$ cat src/rtl/bcd_timer_ctrl.sv
// Four-digit BCD up/down timer with a prescaled step, pause/resume, load and clear.
// Every output comes straight from a register; done/ovf are single-cycle pulses.
module bcd_timer_ctrl #(
   parameter int unsigned TICK_DIV = 4
) (
   input  logic        clk,
   input  logic        reset,
   input  logic        start,
   input  logic        pause,
   input  logic        clear,
   input  logic        ld,
   input  logic        up_dn,
   input  logic [15:0] d_in,
   output logic [15:0] digits,
   output logic [1:0]  state,
   output logic        done,
   output logic        ovf
);

   typedef enum logic [1:0] {
      IDLE   = 2'd0,
      RUN    = 2'd1,
      PAUSED = 2'd2,
      DONE   = 2'd3
   } state_t;

   localparam int unsigned   PW       = (TICK_DIV > 2) ? $clog2(TICK_DIV) : 1;
   localparam logic [PW-1:0] PRE_LAST = PW'(TICK_DIV - 1);

   state_t        state_q, state_d;
   logic [15:0]   digits_q, digits_d;
   logic [PW-1:0] pre_q, pre_d;
   logic          dir_q, dir_d;
   logic          done_q, done_d;
   logic          ovf_q, ovf_d;

   logic [15:0]   clamp_val;
   logic [15:0]   inc_val;
   logic [15:0]   dec_val;
   logic          carry;
   logic          borrow;

   // Load value with each nibble saturated to 9 so digits stay valid BCD.
   generate
      for (genvar gi = 0; gi < 4; gi++) begin : g_clamp
         assign clamp_val[4*gi +: 4] = (d_in[4*gi +: 4] > 4'd9) ? 4'd9 : d_in[4*gi +: 4];
      end
   endgenerate

   // Ripple BCD increment/decrement; carry out of the top nibble marks 9999->0000.
   always_comb begin
      inc_val = digits_q;
      dec_val = digits_q;
      carry   = 1'b1;
      borrow  = 1'b1;
      for (int i = 0; i < 4; i++) begin
         if (carry) begin
            if (digits_q[4*i +: 4] == 4'd9) begin
               inc_val[4*i +: 4] = 4'd0;
            end else begin
               inc_val[4*i +: 4] = digits_q[4*i +: 4] + 4'd1;
               carry = 1'b0;
            end
         end
         if (borrow) begin
            if (digits_q[4*i +: 4] == 4'd0) begin
               dec_val[4*i +: 4] = 4'd9;
            end else begin
               dec_val[4*i +: 4] = digits_q[4*i +: 4] - 4'd1;
               borrow = 1'b0;
            end
         end
      end
   end

   always_comb begin
      state_d  = state_q;
      digits_d = digits_q;
      pre_d    = pre_q;
      dir_d    = dir_q;
      done_d   = 1'b0;
      ovf_d    = 1'b0;
      if (clear) begin
         state_d  = IDLE;
         digits_d = '0;
         pre_d    = '0;
      end else begin
         unique case (state_q)
            IDLE: begin
               if (ld) begin
                  digits_d = clamp_val;
               end else if (!pause && start) begin
                  dir_d = up_dn;
                  pre_d = '0;
                  if (up_dn && digits_q == 16'd0) begin
                     state_d = DONE;
                     done_d  = 1'b1;
                  end else begin
                     state_d = RUN;
                  end
               end
            end
            RUN: begin
               // Pause outranks the step, so a pause on a step edge freezes everything.
               if (pause) begin
                  state_d = PAUSED;
               end else if (pre_q == PRE_LAST) begin
                  pre_d = '0;
                  if (!dir_q) begin
                     digits_d = inc_val;
                     ovf_d    = carry;
                  end else begin
                     digits_d = dec_val;
                     if (dec_val == 16'd0) begin
                        state_d = DONE;
                        done_d  = 1'b1;
                     end
                  end
               end else begin
                  pre_d = pre_q + 1'b1;
               end
            end
            PAUSED: begin
               if (!pause && start) begin
                  state_d = RUN;
               end
            end
            DONE: begin
               if (ld) begin
                  digits_d = clamp_val;
                  state_d  = IDLE;
               end else if (!pause && start) begin
                  state_d = IDLE;
               end
            end
         endcase
      end
   end

   always_ff @(posedge clk) begin
      if (reset) begin
         state_q  <= IDLE;
         digits_q <= '0;
         pre_q    <= '0;
         dir_q    <= 1'b0;
         done_q   <= 1'b0;
         ovf_q    <= 1'b0;
      end else begin
         state_q  <= state_d;
         digits_q <= digits_d;
         pre_q    <= pre_d;
         dir_q    <= dir_d;
         done_q   <= done_d;
         ovf_q    <= ovf_d;
      end
   end

   assign digits = digits_q;
   assign state  = state_q;
   assign done   = done_q;
   assign ovf    = ovf_q;

endmodule

$ cat config.mk
export PLATFORM = sky130hd
export DESIGN_NAME = bcd_timer_ctrl
export DESIGN_NICKNAME = d
export VERILOG_FILES = /design/src/rtl/bcd_timer_ctrl.sv
export SDC_FILE = /design/constraint.sdc
export NUM_CORES = 1
export LEC_CHECK = 0
export ABC_AREA = 0
export CAP_MARGIN = 20
export CORE_MARGIN = 2
export CORE_UTILIZATION = 40
export DETAILED_ROUTE_END_ITERATION = 8
export HOLD_SLACK_MARGIN = 0.08
export PLACE_DENSITY = 0.76
export SETUP_SLACK_MARGIN = 0.4
export SYNTH_ARGS = -nofsm -noshare
export SYNTH_HDL_FRONTEND = slang
export SYNTH_SLANG_ARGS = --single-unit
$ cat constraint.sdc
create_clock -name clk -period 2.2 [get_ports clk]
set_input_delay 0.66 -clock clk [delete_from_list [all_inputs] [get_ports clk]]
set_output_delay 0.66 -clock clk [all_outputs]
set_load 0.01 [all_outputs]
==> results.cfg <==
[layout]
seqCellArea_um2 = 508.0
antenna_cells = 0
area_growth_pct = 56.12
multi_input_area_um2 = 1690
n_fill_cell = 386
layout-drive-gt1-share_pct = 32.76
final_cells = 418
finalNetCount = 380

[die]
core_area_um2 = 4786
die_w_um = 74.95
io_pins = 43
rows = 25
die-area_um2 = 5617
start_util_pct = 42.07
die_y_um = 74.95

[clock_tree]
path_clk_slew_ns = 0.09
cts_tree = built
cts_made_buffers = 3
cts_sinks = 23
cts_buffer_depth = 2
cts_root_buf = clkbuf_8
worstSkewPairLatency_ns = 0.27
cts-htree-levels = 1

[run]
max_cap_viol_count = 0

[worst_setup_path]
critPathBufInv = 0
crit_slowest_cell = or3_4
crit_type = register to register
start_kind = register
path_cells = or3_4 > or3_4 > nor2_4 > nand4_4 > or4_1 > a21oi_1
cp.arrival_ns = 2.18
crit_family = simple AND/OR/NAND/NOR gates
cp_max_fo = 4
crit_top_cell = or3_4
cp_data_required_time_ns = 2.41
cpPeakStageDelay_ns = 0.42
r2r_setup_slack_ns = 0.23
cp-end-kind = register

[global_routing]
grt_max_degree = 33
antenna_found_initial = 0
grt_pass1_vias = 2081
overflow = 0
grt_usage_pct = 21.08
grt_pass1_wl_um = 9404

[timing]
maxSlewHeadroom_pct = 78.06
fin_tns_setup_ns = 0
hold_viol_final = 0
clock_skew_ns = 0.007352
slew_violations = 0
worst_pin_slew_ns = 0.3240
rsz0062_at_grt = true
setup_viol = 0
fin_crit_ns = 1.970
period_share_pct = 89.55
fmax_mhz = 507.6

[synthesis]
synth_cell_types = 58
seq_area_frac_synth_pct = 22.87
synth_edf_count = 0
syn-instance-count = 281
yosys_warnings = 0
syn_nets = 309
async_flop_share_pct = 0
synth-seq-cells = 23
postSynthAreaPerCell_um2 = 7.164
synth_flop_cell = dfxtp_1
netlist_area_um2 = 2013

[worst_hold_path]
holdCritPathClass = register to register

[pwr]
vdd_ir_drop_max_mv = 0.2412
leakage_nw = 1.284
power_per_cell_area_nw_per_um2 = 433.2

[drt]
wirelength_um = 6419
viasPerCell = 5.885
route.detailed.drc = 0
dr.pass1.iters = 5
num_vias = 2460
final_antenna_net_count = 0
drt-initial-drc-count = 185
wire_per_inst_um = 15.36

[placed_design]
port_buffers = 42
hpwl_um = 3852
gp_congestion = 0.9486
dp_cells = 390

[outcome]
outcome = finished clean
metal layers:
layer  track usage, %  vias up  routed length [um]
met5                0        -                   0
met4            5.754        0                 198
met3            2.276       21                 333
met2            34.99      104                3144
met1            29.07     1162                2743
li1                 -     1173                   -
worst paths after layout:
| path | start | end | cells past startpoint |
|---|---|---|---|
| setup / recovery | digits[10]$_SDFFE_PP0P_ | state[0]$_SDFFE_PP0P_ | 6 |
| hold / removal | state[1]$_SDFFE_PP0P_ | state[1]$_SDFFE_PP0P_ | 2 |
| setup reg to reg | digits[10]$_SDFFE_PP0P_ | state[0]$_SDFFE_PP0P_ | 6 |
| hold reg to reg | state[1]$_SDFFE_PP0P_ | state[1]$_SDFFE_PP0P_ | 2 |
worst min-delay path: cells and delay by family, from the launching register on:
| kind | cells | cell delay, ns |
|---|---|---|
| DFF | 1 | 0.38 |
| and+or+nand+nor | 1 | 0.06 |
| muxes | 1 | 0.05 |
synth_stat cells, types with 3 or more instances:
cell,number,area [um2]
a21o_1,5,37.54
buf_6,3,33.78
nand2_1,22,82.58
o21ai_0,23,115.1
mux2i_1,4,40.04
nand2b_1,11,68.82
nor3_1,8,40.04
or4_1,3,22.52
a31oi_1,7,43.79
ha_1,5,62.56
inv_1,11,41.29
a32oi_1,4,35.03
buf_2,4,20.02
nand3b_1,3,22.52
o211ai_1,4,30.03
xnor2_1,3,26.28
nor4_1,3,18.77
clkbuf_1,12,45.04
nand3_1,6,30.03
or2_2,3,18.77
a22oi_1,4,30.03
dfxtp_1,23,460.4
a211oi_1,3,22.52
a21oi_1,21,105.1
nor2_1,35,131.4
nor2b_1,6,37.54
area by class of cell:
type                            instances  area share [%]
Multi-Input combinational cell        226           53.78
Timing Repair Buffer                   86           24.52
Sequential cell                        23           16.16
Tap cell                               67           2.667
Clock buffer                            4           1.433
Inverter                               12           1.433
placed cells by master (no fill, tap or decap), types with 8 or more instances in the layout:
master / count
a21oi_1: 18
buf_4: 33
buf_6: 11
clkdlybuf4s50_1: 21
dfxtp_4: 11
dlygate4sd2_1: 17
inv_1: 11
nand2_1: 18
nand2b_1: 9
nor2_1: 30
nor3_1: 8
o21ai_0: 20
state kept, by name, indices dropped and copies added (netlist names):
name    count
digits     16
pre_q       2
state       2
dir_q       1
done        1
ovf         1
report_power, final:
group / internal, mW / leakage, nW / switching, mW
Combinational: 0.317 / 1.06 / 0.305
Clock: 0.130 / 0.0228 / 0.145
Sequential: 0.431 / 0.198 / 0.0346
metrics by stage:
step / cell area (um2) / util [%] / power [mW] / worst slack [ns] / hold slack (ns)
finish: 3143 / 65.67 / 1.362 / 0.2300 / 0.5216
global placement: 2644 / 55.24 / 0.9196 / -0.1333 / 0.4943
CTS: 2930 / 61.23 / 1.265 / 0.1837 / 0.5145
detailed placement: 2644 / 55.24 / 0.9251 / -0.1418 / 0.4938
floorplan: 2096 / - / 0.7673 / 0.1717 / 0.4578
global route: 3143 / 65.67 / 1.431 / 0.1437 / 0.5556
logic make-up (layout without fill, tap and decap cells):
kind of cell               count (synthesis)  after routing  share of synthesized area (%)
and+or+nand+nor                          115            115                          30.64
AOI/OAI and AO/OA                         95             95                          30.76
buffers and inverters                     32            102                          7.333
DFF                                       23             23                          22.87
muxes                                      6              6                          3.108
adders and majority gates                  5              5                          3.108
xor gates and xnor gates                   5              5                          2.176
timing repair:
action / CTS / global route
buffers inserted: 16 / 8
gates resized for setup: 60 / 40
hold buffers: 0 / 0
endpoints found under the setup margin: 41 / 26
pin swaps: 23 / 22
gates cloned: 0 / 0
Note: power is estimated with default switching activity, not from simulation.
